==> src/rtl/fusion_stream_if.sv <==
// Handshake bundle for fusion_stream_unit: fetch-side input stream and dispatch-side output stream.
// The unit is the slave of this bundle; the producer/consumer pair is the master.
interface fusion_stream_if #(
    parameter int INST_W = 16
);
    logic [INST_W-1:0] in_inst;
    logic              in_valid;
    logic              in_ready;
    logic [INST_W-1:0] out_inst;
    logic              out_valid;
    logic              out_ready;
    logic              out_fused;
    logic [1:0]        out_fusion_type;

    modport slave (
        input  in_inst, in_valid, out_ready,
        output in_ready, out_inst, out_valid, out_fused, out_fusion_type
    );

    modport master (
        output in_inst, in_valid, out_ready,
        input  in_ready, out_inst, out_valid, out_fused, out_fusion_type
    );
endinterface

==> src/rtl/fusion_stream_unit.sv <==
// Instruction-fusion stage: small FIFO, head-pair fusion (load/store/compute), bounded partner wait.
// Define FUSION_STATS_EN to build the fusion_count/pass_count statistics counters.
module fusion_stream_unit #(
    parameter int         INST_W    = 16,
    parameter int         DEPTH     = 4,
    parameter int         WAIT_MAX  = 3,
    parameter logic [3:0] OP_LOAD   = 4'h7,
    parameter logic [3:0] OP_STORE  = 4'h6,
    parameter logic [3:0] OP_CUSTOM = 4'hF,
    parameter int         CNT_W     = 32
) (
    input  logic             clk,
    input  logic             rst,
    input  logic             fuse_enable,
    input  logic             flush,
    fusion_stream_if.slave   bus,
    output logic [CNT_W-1:0] fusion_count,
    output logic [CNT_W-1:0] pass_count
);
    localparam int AW = (DEPTH > 1) ? $clog2(DEPTH) : 1;
    localparam int CW = AW + 1;
    localparam int WW = (WAIT_MAX > 0) ? $clog2(WAIT_MAX + 1) : 1;

    logic [INST_W-1:0] mem [DEPTH];
    logic [AW-1:0]     rd_ptr, wr_ptr;
    logic [CW-1:0]     count;
    logic [WW-1:0]     wait_cnt;

    logic [INST_W-1:0] h, n;
    logic [3:0]        h_op, n_op, h_func, n_func;
    logic [2:0]        h_rd, n_rd, n_rs;
    logic [1:0]        h_acc, n_acc;

    logic              free, push;
    logic              sel_emit, wait_inc;
    logic [INST_W-1:0] sel_inst;
    logic [1:0]        sel_type;
    logic [1:0]        pop_n;

    assign h      = mem[rd_ptr];
    assign n      = mem[rd_ptr + AW'(1)];
    assign h_op   = h[INST_W-1:INST_W-4];
    assign n_op   = n[INST_W-1:INST_W-4];
    assign h_rd   = h[INST_W-5:INST_W-7];
    assign n_rd   = n[INST_W-5:INST_W-7];
    assign n_rs   = n[INST_W-8:INST_W-10];
    assign h_acc  = h[INST_W-5:INST_W-6];
    assign n_acc  = n[INST_W-5:INST_W-6];
    assign h_func = h[INST_W-7:INST_W-10];
    assign n_func = n[INST_W-7:INST_W-10];

    assign bus.in_ready = (count < CW'(DEPTH)) && !flush;
    assign push         = bus.in_valid && bus.in_ready;
    assign free         = !bus.out_valid || bus.out_ready;

    // Selection is only meaningful in a free cycle; a stalled output freezes the FIFO head.
    always_comb begin
        sel_emit = 1'b0;
        sel_inst = '0;
        sel_type = 2'd0;
        pop_n    = 2'd0;
        wait_inc = 1'b0;
        if (free) begin
            if (count >= CW'(2) && fuse_enable && h_op == OP_LOAD && n_op == OP_CUSTOM
                && h_rd == n_rs) begin
                sel_emit = 1'b1;
                sel_inst = {n[INST_W-1:INST_W-10], h[INST_W-11:0]};
                sel_type = 2'd1;
                pop_n    = 2'd2;
            end else if (count >= CW'(2) && fuse_enable && h_op == OP_CUSTOM
                         && n_op == OP_STORE && h_rd == n_rd) begin
                sel_emit = 1'b1;
                sel_inst = {h[INST_W-1:INST_W-10], n[INST_W-11:0]};
                sel_type = 2'd2;
                pop_n    = 2'd2;
            end else if (count >= CW'(2) && fuse_enable && h_op == OP_CUSTOM
                         && n_op == OP_CUSTOM && h_acc == n_acc) begin
                sel_emit = 1'b1;
                sel_inst = {h[INST_W-1:INST_W-6], h_func | n_func, h[INST_W-11:0]};
                sel_type = 2'd3;
                pop_n    = 2'd2;
            end else if (count == CW'(1) && fuse_enable
                         && (h_op == OP_LOAD || h_op == OP_CUSTOM)
                         && int'(wait_cnt) < WAIT_MAX) begin
                wait_inc = 1'b1;
            end else if (count != '0) begin
                sel_emit = 1'b1;
                sel_inst = h;
                sel_type = 2'd0;
                pop_n    = 2'd1;
            end
        end
    end

    // Storage carries no reset; occupancy is tracked by count/pointers alone.
    always_ff @(posedge clk) begin
        if (push) mem[wr_ptr] <= bus.in_inst;
    end

    always_ff @(posedge clk or posedge rst) begin
        if (rst) begin
            rd_ptr              <= '0;
            wr_ptr              <= '0;
            count               <= '0;
            wait_cnt            <= '0;
            bus.out_valid       <= 1'b0;
            bus.out_inst        <= '0;
            bus.out_fused       <= 1'b0;
            bus.out_fusion_type <= 2'd0;
        end else if (flush) begin
            rd_ptr        <= '0;
            wr_ptr        <= '0;
            count         <= '0;
            wait_cnt      <= '0;
            bus.out_valid <= 1'b0;
        end else begin
            if (push) wr_ptr <= wr_ptr + AW'(1);
            rd_ptr <= rd_ptr + AW'(pop_n);
            count  <= count + CW'(push) - CW'(pop_n);
            if (pop_n != 2'd0)  wait_cnt <= '0;
            else if (wait_inc)  wait_cnt <= wait_cnt + WW'(1);
            if (free) begin
                bus.out_valid <= sel_emit;
                if (sel_emit) begin
                    bus.out_inst        <= sel_inst;
                    bus.out_fused       <= (sel_type != 2'd0);
                    bus.out_fusion_type <= sel_type;
                end
            end
        end
    end

`ifdef FUSION_STATS_EN
    // Counters bump on the edge that loads the word into the output register and stick at all-ones.
    always_ff @(posedge clk or posedge rst) begin
        if (rst) begin
            fusion_count <= '0;
            pass_count   <= '0;
        end else if (!flush && sel_emit) begin
            if (sel_type != 2'd0) begin
                if (fusion_count != '1) fusion_count <= fusion_count + CNT_W'(1);
            end else begin
                if (pass_count != '1) pass_count <= pass_count + CNT_W'(1);
            end
        end
    end
`else
    assign fusion_count = '0;
    assign pass_count   = '0;
`endif

endmodule
==> src/flat_wrapper.sv <==
// flat-port wrapper written by rule: the top's interface ports become plain ports
module fusion_stream_unit_flat 
#(
    parameter int         INST_W    = 16,
    parameter int         DEPTH     = 4,
    parameter int         WAIT_MAX  = 3,
    parameter logic [3:0] OP_LOAD   = 4'h7,
    parameter logic [3:0] OP_STORE  = 4'h6,
    parameter logic [3:0] OP_CUSTOM = 4'hF,
    parameter int         CNT_W     = 32
)
  (clk, rst, fuse_enable, flush, fusion_count, pass_count, bus_in_inst, bus_in_valid, bus_out_ready, bus_in_ready, bus_out_inst, bus_out_valid, bus_out_fused, bus_out_fusion_type);
  fusion_stream_if #(.INST_W(INST_W)) bus_i ();
  input  logic clk;
  input  logic rst;
  input  logic fuse_enable;
  input  logic flush;
  output logic [CNT_W-1:0] fusion_count;
  output logic [CNT_W-1:0] pass_count;
  input wire logic [$bits(bus_i.in_inst)-1:0] bus_in_inst;
  input wire logic [$bits(bus_i.in_valid)-1:0] bus_in_valid;
  input wire logic [$bits(bus_i.out_ready)-1:0] bus_out_ready;
  output wire logic [$bits(bus_i.in_ready)-1:0] bus_in_ready;
  output wire logic [$bits(bus_i.out_inst)-1:0] bus_out_inst;
  output wire logic [$bits(bus_i.out_valid)-1:0] bus_out_valid;
  output wire logic [$bits(bus_i.out_fused)-1:0] bus_out_fused;
  output wire logic [$bits(bus_i.out_fusion_type)-1:0] bus_out_fusion_type;
  assign bus_i.in_inst = bus_in_inst;
  assign bus_i.in_valid = bus_in_valid;
  assign bus_i.out_ready = bus_out_ready;
  assign bus_in_ready = bus_i.in_ready;
  assign bus_out_inst = bus_i.out_inst;
  assign bus_out_valid = bus_i.out_valid;
  assign bus_out_fused = bus_i.out_fused;
  assign bus_out_fusion_type = bus_i.out_fusion_type;
  fusion_stream_unit #(.INST_W(INST_W), .DEPTH(DEPTH), .WAIT_MAX(WAIT_MAX), .OP_LOAD(OP_LOAD), .OP_STORE(OP_STORE), .OP_CUSTOM(OP_CUSTOM), .CNT_W(CNT_W)) u_core (.clk(clk), .rst(rst), .fuse_enable(fuse_enable), .flush(flush), .bus(bus_i), .fusion_count(fusion_count), .pass_count(pass_count));
endmodule
==> config.mk <==
export PLATFORM = sky130hd
export DESIGN_NAME = fusion_stream_unit_flat
export DESIGN_NICKNAME = d
export VERILOG_FILES = /design/src/rtl/fusion_stream_if.sv /design/src/rtl/fusion_stream_unit.sv /design/src/flat_wrapper.sv
export SDC_FILE = /design/constraint.sdc
export NUM_CORES = 1
export LEC_CHECK = 0
export BUFFER_PORTS_ARGS = -buffer_cell sky130_fd_sc_hd__buf_2
export CAP_MARGIN = 20
export CORE_ASPECT_RATIO = 1.4
export CORE_MARGIN = 2
export CORE_UTILIZATION = 53
export DETAILED_ROUTE_END_ITERATION = 8
export HOLD_SLACK_MARGIN = 0.02
export PLACE_DENSITY_LB_ADDON = 0.12
export SLEW_MARGIN = 15
export SYNTH_ARGS = -nofsm -noshare
export SYNTH_HDL_FRONTEND = slang
export SYNTH_SLANG_ARGS = --single-unit
==> constraint.sdc <==
create_clock -name clk -period 4.33 [get_ports clk]
set_input_delay 0.866 -clock clk [delete_from_list [all_inputs] [get_ports clk]]
set_output_delay 0.866 -clock clk [all_outputs]
set_load 0.02 [all_outputs]
Yosys cells after proc, flatten, opt, wreduce, memory -nomap -nowiden

Memory sizes are Yosys's and may differ from the RTL's.
Cells that the tools add are included.

Memories: 1
Word-level logic and storage cells: 90
Memory bits (writable): 64
Bits in registers: 29
Output and inout bits: 85

Memories:

| name       | depth | bits a word | rd ports | clocked after Yosys merged registers in | wr ports | RTL line                 | RTL |
|---|---|---|---|---|---|---|---|
| u_core.mem | 4     | 16          | 2        | 0                                       | 1        | fusion_stream_unit.sv:24 | `logic [INST_W-1:0] mem [DEPTH];` |

Equal/unequal tests: 8
Bitwise logic cells: 2
Add/sub/neg operators: 6
Order comparisons: 3
Reduce and logical (&&, ||, !) cells: 25
Mux-type cells: 37

Operators by type and width:

| cell                | count |
|---|---|
| $mux 16             | 5 |
| $mux 2              | 15 |
| $mux 1              | 16 |
| $logic_and 1x1->1   | 14 |
| $eq 4x3->1 const B  | 2 |
| $eq 4x4->1 const B  | 2 |
| $reduce_bool 2->1   | 4 |
| $add 2x1->2 const B | 3 |
| $eq 3x3->1          | 2 |
| $reduce_bool 3->1   | 2 |
| $or 4x4->4          | 1 |
| $add 3x1->3         | 1 |
| $eq 3x1->1 const B  | 1 |
| $ge 3x2->1 const B  | 1 |
| $lt 3x3->1 const B  | 1 |
| $mux 3              | 1 |
| $reduce_and 3->1    | 1 |
| $sub 3x2->3         | 1 |
| $add 2x2->2         | 1 |
| $eq 2x2->1          | 1 |
| $logic_not 1->1     | 2 |
| $logic_or 1x1->1    | 2 |
| $lt 2x2->1 const B  | 1 |
| $not 1->1           | 1 |

Logic depth before layout (Yosys ltp)

Gate-level depths: netlist of run 1.
An unclocked memory read counts as a cell.

Word-level depth: 13
Gate-level depth with buffers: 16
Gate-level depth less buffers: 13

Worst setup path before layout of run 1

Ideal clock, no wire load.

Path kind: register -> register
Start: register u_core.rd_ptr[1]
End: register u_core.count[2]
Buffers on the path: 3
Data arrival time: 3.575 ns
Data required time: 4.198 ns
Clock period less this slack: 3.707 ns
Stages on the path, launching flop included: 17
Setup slack: 0.623 ns
Cell sequence: dfrtp_1 -> buf_2 -> buf_2 -> buf_1 -> mux4_2 -> inv_1 -> ha_1 -> nor3_1 -> nor2_1 -> or4_1 -> o2111ai_1 -> ha_1 -> inv_1 -> fa_1 -> xor2_1 -> xnor2_1 -> nor2_1

Cells in the longest elaborated chain, start to end: 12
Elaborated cells between the ends (all ways): 27
Classes of those cells: add/sub (2); eq/ne (7); mux (6); reduce/logical (11); memory (1)

RTL lines:

| item                                            | RTL line                  | RTL |
|---|---|---|
| start, declared                                 | fusion_stream_unit.sv:25  | `logic [AW-1:0] rd_ptr, wr_ptr;` |
| start signal, assigned                          | fusion_stream_unit.sv:118 | `rd_ptr <= rd_ptr + AW'(pop_n);` |
| $mem_v2 4x16 *                                  | --                        |  |
| $eq 4x3->1 / $eq 4x4->1 (equally long branches) | --                        |  |
| $logic_or 1x1->1                                | fusion_stream_unit.sv:83  | `&& (h_op == OP_LOAD \|\| h_op == OP_CUSTOM)` |
| $logic_and 1x1->1                               | fusion_stream_unit.sv:83  |  |
| $logic_and 1x1->1                               | fusion_stream_unit.sv:84  | `&& int'(wait_cnt) < WAIT_MAX) begin` |
| $mux 2                                          | fusion_stream_unit.sv:82  | `end else if (count == CW'(1) && fuse_enable` |
| $mux 2                                          | fusion_stream_unit.sv:76  | `end else if (count >= CW'(2) && fuse_enable && h_op == OP_CUSTOM` |
| $mux 2                                          | fusion_stream_unit.sv:70  | `end else if (count >= CW'(2) && fuse_enable && h_op == OP_CUSTOM` |
| $mux 2 *                                        | fusion_stream_unit.sv:64  | `if (count >= CW'(2) && fuse_enable && h_op == OP_LOAD && n_op == OP_CUSTOM` |
| $mux 2 *                                        | fusion_stream_unit.sv:63  | `if (free) begin` |
| $sub 3x2->3 *                                   | fusion_stream_unit.sv:119 | `count <= count + CW'(push) - CW'(pop_n);` |
| $mux 3 *                                        | fusion_stream_unit.sv:110 | `end else if (flush) begin` |
| end signal, assigned                            | fusion_stream_unit.sv:119 |  |
| end, declared                                   | fusion_stream_unit.sv:26  | `logic [CW-1:0] count;` |

Mark *: on every way between the ends. The rest lies on a longest branch, timed or not.
A chain may end at the register's enable or synchronous reset.

Worst setup path in the final report of run 1

Start: register u_core.rd_ptr[0]
End: register u_core.count[2]

The elaborated chain is that of the path after synthesis.

==> results.json, run 1 <==
{
  "cts.sinks": 93,
  "tightest_slew_ps": 995,
  "layout_setup_ws_ps": 495,
  "h-tree-depth": 3,
  "fin_worst_skew_ps": 6.62,
  "setup_violations": 0,
  "drt_wl_total_microns": 9580,
  "hp-start": "u_core.bus.out_inst[14]$_DFFE_PP0P_",
  "grt-ovfl-total": 0,
  "place.gp.congestion": 0.759,
  "min_period_ps": 3830,
  "ir_worst_vdd_mv": 0.343,
  "dpl_cell_area_sq_um": 5080,
  "r2r_start": "u_core.rd_ptr[0]$_DFF_PP0_",
  "post_cts_buffers": 0,
  "die-area_sq_um": 10300,
  "min_to": "u_core.bus.out_inst[14]$_DFFE_PP0P_",
  "drt_iter0_drc": 183,
  "avgSynthCellArea_sq_um": 13.2,
  "final_cell_area_sq_um": 5440,
  "max_slew_margin_pct": 33.7,
  "synthCells": 380,
  "min_path_cells": 2,
  "fmax_mhz": 261,
  "crit_arrival_ps": 4060,
  "grt_max_degree": 30,
  "io_pins": 107,
  "hold_buffers": 0,
  "status": "finished clean",
  "drc": 0,
  "n_antenna_cell": 0,
  "synth-seq-cells": 93,
  "routedWlPerCell_microns": 18.0,
  "cts-root-buf": "clkbuf_16",
  "max_cap_violations": 0,
  "syn2layout_area_growth_pct": 8.48,
  "yosysWarnings": 0,
  "worst_r2r_endpoint": "u_core.count[2]$_DFF_PP0_",
  "fp.dieH_microns": 119,
  "fp-row-count": 42,
  "grt_usage_pct": 20.0,
  "rsz0062_at_grt": "no",
  "num_vias": 3020,
  "hold_viol": 0,
  "rrSetupSlack_ps": 500,
  "portBuffers": 42,
  "ys_seq_area_share_pct": 52.8,
  "end_kind": "register",
  "dr.pass1.iters": 4,
  "grt_pass1_vias": 2906,
  "finalMaxSlewViolations": 0,
  "total_leakage_power_uw": 0.00215,
  "ys_types": 45,
  "cts_inserted_buffers": 9,
  "nNetsFinal": 450,
  "hp-class": "register to register",
  "grt_pass1_wl_microns": 15300,
  "path_clk_slew_ps": 70,
  "cts_tree": "done",
  "startpoint_type": "register",
  "cp.required_ps": 4560,
  "path_max_fanout": 23,
  "hpwl_microns": 6560,
  "layout-drive-gt1-share_pct": 23.4,
  "syn_area_sq_um": 5020,
  "ant_nets": 0,
  "die_w_microns": 86.2,
  "coreArea_sq_um": 9350,
  "n_fill_cell": 756,
  "power.density_nw_per_um2": 609,
  "start_util_pct": 53.6,
  "criticalPathCategory": "register to register",
  "vias_per_cell": 5.67,
  "ctsResizeCount": 0,
  "place_ws_ps": 497,
  "clk_path_buf_depth": 2,
  "power_uw": 3320,
  "reg2reg_depth": 11,
  "finalSetupTns_ps": 0,
  "insertion_delay_ps": 340,
  "antenna_found_initial": 0,
  "final.period_utilization_pct": 88.6
}
-- layout by cell type, fill, tap and decap left out, types with 5 or more instances in the layout --
cell type  netlist  layout
conb_1           1      64
edfxtp_1        64      64
buf_2            5      42
mux4_2          31      31
nand2_1         28      28
dfrtp_1         29      28
inv_1           15      15
nor2_1          14      14
nand3_1         11      11
o211ai_1        11      11
ha_1             9       9
clkbuf_16        0       9
xnor2_1          8       8
and2_1           7       7
nand4_1          7       7
o311ai_0         6       6
buf_4           64       6
a21oi_1          5       5
o2111ai_1        5       5
and3_1           5       5
-- final cells by class --
cell class                      instances  area [sq um]  area share, %
Clock inverter                          6           134           2.46
Inverter                               15          56.3           1.03
Clock buffer                           10           229           4.21
Multi-Input combinational cell        250          1960           36.0
Tap cell                              110           138           2.53
Sequential cell                        93          2650           48.7
Timing Repair Buffer                   49           275           5.06
-- metal layers --
metal / global-route usage, % / share of wire [%] / wire length [microns]
met1: 24.3 / 39 / 3750
met2: 35.0 / 54 / 5160
met3: 3.53 / 4.9 / 465
met4: 8.20 / 2.1 / 204
met5: 0 / 0 / 0
-- power by group --
group | switching, uW | internal [uW] | total [uW]
sequential | 130 | 1090 | 1220
clock | 328 | 624 | 951
combinational | 660 | 483 | 1140
total | 1120 | 2200 | 3320
-- how the worst max path moves through the flow --
stage	start	end	slack, ps	cells past startpoint
2_1_floorplan	u_core.rd_ptr[1]$_DFF_PP0_	u_core.count[2]$_DFF_PP0_	620	16
3_3_place_gp	u_core.rd_ptr[0]$_DFF_PP0_	u_core.count[2]$_DFF_PP0_	580	13
3_5_place_dp	u_core.rd_ptr[0]$_DFF_PP0_	u_core.count[2]$_DFF_PP0_	500	11
4_1_cts	u_core.rd_ptr[0]$_DFF_PP0_	u_core.count[2]$_DFF_PP0_	490	11
5_1_grt	u_core.rd_ptr[0]$_DFF_PP0_	u_core.count[2]$_DFF_PP0_	120	13
6_report	u_core.rd_ptr[0]$_DFF_PP0_	u_core.count[2]$_DFF_PP0_	500	11
-- flip-flops by register name, summed over array words and instances (netlist names) --
name and cells:
u_core.mem 64, u_core.bus.out_inst 16, u_core.count 3, u_core.bus.out_fusion_type 2
u_core.rd_ptr 2, u_core.wait_cnt 2, u_core.wr_ptr 2, u_core.bus.out_fused 1
u_core.bus.out_valid 1
-- cells by family (layout without fill, tap and decap cells) --
| group | after synthesis | after routing | share of synthesized area [%] |
|---|---|---|---|
| AO/OA/AOI/OAI | 43 | 43 | 6.44 |
| other | 1 | 64 | 0.0748 |
| AND/OR/NAND/NOR | 92 | 92 | 9.50 |
| multiplexers | 32 | 32 | 14.1 |
| flip-flops | 93 | 93 | 52.8 |
| adder cells (fa/ha/maj) | 10 | 10 | 2.64 |
| buffers and inverters | 100 | 80 | 12.8 |
| XOR/XNOR | 9 | 9 | 1.57 |
-- cells in the mapped netlist, drive strengths merged --
| library cell | instances | area, sq um |
|---|---|---|
| nand3 | 11 | 55.1 |
| nor3 | 1 | 5.00 |
| o2111ai | 5 | 43.8 |
| nand4 | 7 | 43.8 |
| dfrtp | 29 | 726 |
| a21oi | 5 | 25.0 |
| xnor2 | 8 | 70.1 |
| buf | 75 | 551 |
| o31ai | 1 | 7.51 |
| ha | 9 | 113 |
| mux2 | 1 | 11.3 |
| o41ai | 1 | 8.76 |
| a211oi | 3 | 22.5 |
| or3 | 2 | 12.5 |
| nand4b | 2 | 17.5 |
| o211ai | 11 | 82.6 |
| fa | 1 | 20.0 |
| o32ai | 3 | 26.3 |
| and4 | 2 | 20.0 |
| xor2 | 1 | 8.76 |
| or2 | 1 | 6.26 |
| a311oi | 1 | 8.76 |
| nor2 | 14 | 52.6 |
| a32o | 1 | 10.0 |
| nor2b | 3 | 18.8 |
| clkbuf | 10 | 37.5 |
| conb | 1 | 3.75 |
| and4b | 1 | 10.0 |
| nand2b | 3 | 18.8 |
| nand3b | 2 | 15.0 |
| inv | 15 | 56.3 |
| and3 | 5 | 31.3 |
| mux4 | 31 | 698 |
| or4 | 2 | 15.0 |
| nand2 | 28 | 105 |
| and2 | 8 | 50.1 |
| o311ai | 6 | 52.6 |
| o21ai | 4 | 20.0 |
| a21o | 2 | 15.0 |
| edfxtp | 64 | 1920 |
-- critical path, stage by stage, from the launching register on --
cell and delay, ps:
dfrtp_2 790, mux4_2 640, xnor2_1 260, nand3_1 380, o32ai_1 390, nand2_1 100
ha_1 290, inv_1 50, fa_1 430, xor2_1 190, xnor2_1 130, nor2_1 50
-- metrics by stage --
stage | std cells | utilization (%) | hold slack (ps)
after floorplan | 443 | - | 502
after global placement | 517 | 54.3 | 452
after detailed placement | 517 | 54.3 | 459
after CTS | 533 | 58.2 | 474
after global routing | 533 | 58.2 | 485
final | 533 | 58.2 | 469
No activity file was read; power rests on OpenSTA's default activity.
==> inputs of run 2 (changes only) <==
--- a/config.mk
+++ b/config.mk
@@ -5,12 +5,12 @@
 export SDC_FILE = /design/constraint.sdc
 export NUM_CORES = 1
 export LEC_CHECK = 0
-export BUFFER_PORTS_ARGS = -buffer_cell sky130_fd_sc_hd__buf_2
 export CAP_MARGIN = 20
-export CORE_ASPECT_RATIO = 1.4
+export CORE_ASPECT_RATIO = 1.2
 export CORE_MARGIN = 2
-export CORE_UTILIZATION = 53
+export CORE_UTILIZATION = 50
 export DETAILED_ROUTE_END_ITERATION = 8
+export DONT_BUFFER_PORTS = 1
 export HOLD_SLACK_MARGIN = 0.02
 export PLACE_DENSITY_LB_ADDON = 0.12
 export SLEW_MARGIN = 15
==> run 2 against run 1 <==
Clock skew fell by 1.6 ps. Maximum frequency increased by 3.5%. Final cell count shrank 5.3%. Hold slack better by 29 ps. Sequential cell count unchanged.
==> results.json, run 2 (synthesized netlist as in run 1, its figures left out) <==
{
  "status": "finished clean",
  "grt_pass1_vias": 2696,
  "criticalPathCategory": "register to register",
  "wl_met1_microns": 3900,
  "cts.sinks": 93,
  "cts_tree": "done",
  "largest_reg_flops": 64,
  "insertion_delay_ps": 330,
  "fin_worst_skew_ps": 5.04,
  "cp-startpoint": "u_core.rd_ptr[0]$_DFF_PP0_",
  "fp-row-count": 40,
  "place.gp.congestion": 0.788,
  "grt-ovfl-total": 0,
  "worstPathCellList": "mux4_2, xnor2_1, nand3_1, o32ai_1, o2111ai_1, ha_1, inv_1, fa_1, xor2_1, xnor2_1, nor2_1",
  "dr_wl_met2_microns": 4570,
  "regMostFlops": "u_core.mem",
  "nNetsFinal": 408,
  "dp_cells": 491,
  "end_kind": "register",
  "startpoint_type": "register",
  "layout-drive-gt1-share_pct": 14.5,
  "layout_setup_ws_ps": 624,
  "max_stage_delay_ps": 700,
  "drt_iter0_drc": 162,
  "syn2layout_area_growth_pct": 2.79,
  "rsz0062_at_grt": "no",
  "path_buf_inv": 1,
  "start_util_pct": 50.6,
  "dr.pass1.iters": 4,
  "n_antenna_cell": 0,
  "cts_inserted_buffers": 9,
  "tightest_slew_ps": 910,
  "cp.required_ps": 4550,
  "die_w_microns": 95.4,
  "ctsResizeCount": 0,
  "ir_worst_vdd_mv": 0.280,
  "drt_wl_total_microns": 9210,
  "hp-class": "input port to asynchronous set/reset pin",
  "path_clk_slew_ps": 60,
  "top_layer": "met4",
  "path_max_fanout": 20,
  "hold_buffers": 0,
  "max_cap_violations": 0,
  "hpwl_microns": 6710,
  "crit_arrival_ps": 3930,
  "crit_top_cell": "xnor2_1",
  "cp_slowest_cell": "dfrtp_2",
  "place_ws_ps": 639,
  "reg_top3": "u_core.mem x64, u_core.bus.out_inst x16, u_core.count x3",
  "antenna_found_initial": 0,
  "max_slew_margin_pct": 39.3,
  "drc": 0,
  "num_vias": 2791,
  "fp.dieH_microns": 114,
  "min_period_ps": 3710,
  "die-area_sq_um": 10900,
  "cts-root-buf": "clkbuf_16",
  "clk_path_buf_depth": 2,
  "crit_family": "compound AO/OA/AOI/OAI gates",
  "grt_max_degree": 30,
  "routedWlPerCell_microns": 18.2,
  "cp_num_cells": 11,
  "portBuffers": 0,
  "mostFrequentLayoutCells": "conb_1, edfxtp_1, mux4_2, nand2_1, dfrtp_1",
  "finalMaxSlewViolations": 0,
  "finalSetupTns_ps": 0,
  "post_cts_buffers": 0,
  "fmax_mhz": 270,
  "wl_met3_microns": 671,
  "total_leakage_power_uw": 0.00193,
  "hold_viol": 0,
  "grt_pass1_wl_microns": 14300,
  "stdcell_count": 505,
  "ant_nets": 0,
  "reg2reg_depth": 11,
  "vias_per_cell": 5.53,
  "r2r_start": "u_core.rd_ptr[0]$_DFF_PP0_",
  "rrSetupSlack_ps": 620,
  "final_util_pct": 52.0,
  "power.density_nw_per_um2": 585,
  "io_pins": 107,
  "grt_usage_pct": 18.0,
  "setup_violations": 0,
  "h-tree-depth": 3,
  "coreArea_sq_um": 9910,
  "final.period_utilization_pct": 85.6
}
run 2: final cells by class:
class                           count  area, sq um
Inverter                           15         56.3
Multi-Input combinational cell    250         1960
Timing Repair Buffer                7         52.6
Clock buffer                       10          229
Fill cell                         849         4750
Clock inverter                      4         51.3
Sequential cell                    93         2650
Tap cell                          126          158
run 2: metal layers:
layer	vias up	track usage, %
met5	-	0
met4	0	7.71
met3	6	5.55
met2	100	27.4
met1	1394	24.0
li1	1291	-
run 2: stage by stage:
step | power [uW] | hold WS, ps | cell area [sq um]
global placement | 2290 | 506 | 4880
finish | 3020 | 498 | 5160
detailed placement | 2290 | 523 | 4880
CTS | 3050 | 504 | 5160
floorplan | 2140 | 502 | 5250
global route | 3210 | 525 | 5160
run 2: final timing paths:
check	to
max	u_core.count[2]$_DFF_PP0_
min	u_core.bus.out_inst[8]$_DFFE_PP0P_
max reg2reg	u_core.count[2]$_DFF_PP0_
min reg2reg	u_core.wait_cnt[1]$_DFFE_PP0P_
max in group asynchronous	u_core.rd_ptr[0]$_DFF_PP0_
min in group clk	u_core.wait_cnt[1]$_DFFE_PP0P_
run 2: power breakdown:
group / internal, uW / leakage, uW / switching (uW)
Clock: 441 / 0.000134 / 305
Sequential: 1090 / 0.000949 / 226
Combinational: 417 / 0.000847 / 536
Total: 1950 / 0.00193 / 1070
==> inputs of run 3 (changes only) <==
--- a/config.mk
+++ b/config.mk
@@ -9,9 +9,11 @@
 export CORE_ASPECT_RATIO = 1.2
 export CORE_MARGIN = 2
 export CORE_UTILIZATION = 50
+export CTS_CLUSTER_DIAMETER = 150
 export DETAILED_ROUTE_END_ITERATION = 8
 export DONT_BUFFER_PORTS = 1
 export HOLD_SLACK_MARGIN = 0.02
+export MAX_ROUTING_LAYER = met4
 export PLACE_DENSITY_LB_ADDON = 0.12
 export SLEW_MARGIN = 15
 export SYNTH_ARGS = -nofsm -noshare
==> run 3 against run 2 <==
Combinational power is essentially flat. Maximum frequency is 0.72% higher. Highest routed layer unchanged. Final area did not move. Count of clock-buffer cells in the layout stayed put. Sequential power hardly changed. Hold slack got worse by 5.7 ps. Non-clock buffer count unchanged. Largest power group unchanged. Sequential share of layout area did not move. Die area stayed put.
==> results.json, run 3 (synthesized netlist as in run 1, its figures left out) <==
{
  "status": "finished clean",
  "crit_arrival_ps": 3910,
  "nNetsFinal": 408,
  "dr.pass1.iters": 4,
  "cts.sinks": 93,
  "reg_top3": "u_core.mem x64, u_core.bus.out_inst x16, u_core.count x3",
  "hp-class": "input port to asynchronous set/reset pin",
  "largest_reg_flops": 64,
  "total_leakage_power_uw": 0.00193,
  "worst_r2r_endpoint": "u_core.count[2]$_DFF_PP0_",
  "syn2layout_area_growth_pct": 2.79,
  "routedWlPerCell_microns": 18.2,
  "portBuffers": 0,
  "reg2reg_depth": 11,
  "start_util_pct": 50.6,
  "finalMaxSlewViolations": 0,
  "rrSetupSlack_ps": 650,
  "io_pins": 107,
  "fin_worst_skew_ps": 5.15,
  "n_fill_cell": 849,
  "mostFrequentLayoutCells": "conb_1, edfxtp_1, mux4_2, nand2_1, dfrtp_1",
  "tightest_slew_ps": 910,
  "cp.required_ps": 4560,
  "setup_violations": 0,
  "grt-ovfl-total": 0,
  "die-area_sq_um": 10900,
  "startpoint_type": "register",
  "h-tree-depth": 3,
  "grt_pass1_wl_microns": 14300,
  "ant_nets": 0,
  "drc": 0,
  "n_antenna_cell": 0,
  "fp-row-count": 40,
  "hold_viol": 0,
  "path_clk_slew_ps": 60,
  "max_cap_violations": 0,
  "drt_iter0_drc": 184,
  "regMostFlops": "u_core.mem",
  "path_max_fanout": 20,
  "grt_pass1_vias": 2688,
  "rsz0062_at_grt": "no",
  "num_vias": 2799,
  "cts_tree": "done",
  "final_util_pct": 52.0,
  "hold_buffers": 0,
  "ctsResizeCount": 0,
  "layout-drive-gt1-share_pct": 14.5,
  "criticalPathCategory": "register to register",
  "power.density_nw_per_um2": 586,
  "coreArea_sq_um": 9910,
  "final.period_utilization_pct": 85.0,
  "fmax_mhz": 272,
  "min_period_ps": 3680,
  "ir_worst_vdd_mv": 0.280,
  "clk_path_buf_depth": 2,
  "grt_max_degree": 30,
  "r2r_start": "u_core.rd_ptr[0]$_DFF_PP0_",
  "finalSetupTns_ps": 0,
  "cts-root-buf": "clkbuf_16",
  "cts_inserted_buffers": 9,
  "place.gp.congestion": 0.799,
  "register_area_sq_um": 2650,
  "die_w_microns": 95.4,
  "antenna_found_initial": 0,
  "multi_input_area_sq_um": 1960,
  "drt_wl_total_microns": 9210,
  "fp.dieH_microns": 114,
  "max_slew_margin_pct": 39.3,
  "end_kind": "register",
  "cp-startpoint": "u_core.rd_ptr[0]$_DFF_PP0_",
  "vias_per_cell": 5.54,
  "insertion_delay_ps": 330,
  "post_cts_buffers": 0,
  "hpwl_microns": 6710,
  "grt_usage_pct": 18.5
}
[run 3: worst max path at each step]
stage	endpoint	slack, ps	cells past startpoint
2_1_floorplan	u_core.count[2]$_DFF_PP0_	620	16
3_3_place_gp	u_core.count[2]$_DFF_PP0_	700	13
3_5_place_dp	u_core.count[2]$_DFF_PP0_	640	13
4_1_cts	u_core.count[2]$_DFF_PP0_	610	13
5_1_grt	u_core.count[2]$_DFF_PP0_	310	11
6_report	u_core.count[2]$_DFF_PP0_	650	11
[run 3: layout make-up]
| cell class | instances | share of cell area (%) |
|---|---|---|
| well taps | 126 | 3.06 |
| flip-flops and latches | 93 | 51.4 |
| multi-input cells | 250 | 38.0 |
| inverters | 15 | 1.09 |
| repair buffers | 7 | 1.02 |
| clock buffers | 10 | 4.44 |
| clock inverters | 4 | 0.995 |
[run 3: power breakdown]
part | total [uW] | internal, uW | switching, uW
Clock | 751 | 441 | 310
Sequential | 1320 | 1090 | 226
Combinational | 953 | 417 | 536
[run 3: worst max-delay path, stage by stage, from the launching register on]
cell	delay [ps]
dfrtp_2	700
mux4_2	630
xnor2_1	270
nand3_1	360
o32ai_1	590
o2111ai_1	210
ha_1	230
inv_1	60
fa_1	170
xor2_1	160
xnor2_1	130
nor2_1	50
[run 3: metal layers]
layer	vias to the layer above	global-route usage (%)	wire [microns]
met5	-	-	0
met4	0	7.71	191
met3	18	5.55	677
met2	114	27.6	4390
met1	1374	23.8	3950
li1	1293	-	-
[run 3: through the flow]
step	cells	hold slack [ps]	setup slack, ps	total power [uW]	instance area [sq um]
2_1_floorplan	443	502	623	2140	5250
3_3_place_gp	491	506	700	2290	4880
3_5_place_dp	491	523	639	2290	4880
4_1_cts	505	504	610	3050	5160
5_1_grt	505	522	311	3210	5160
6_report	505	493	651	3020	5160
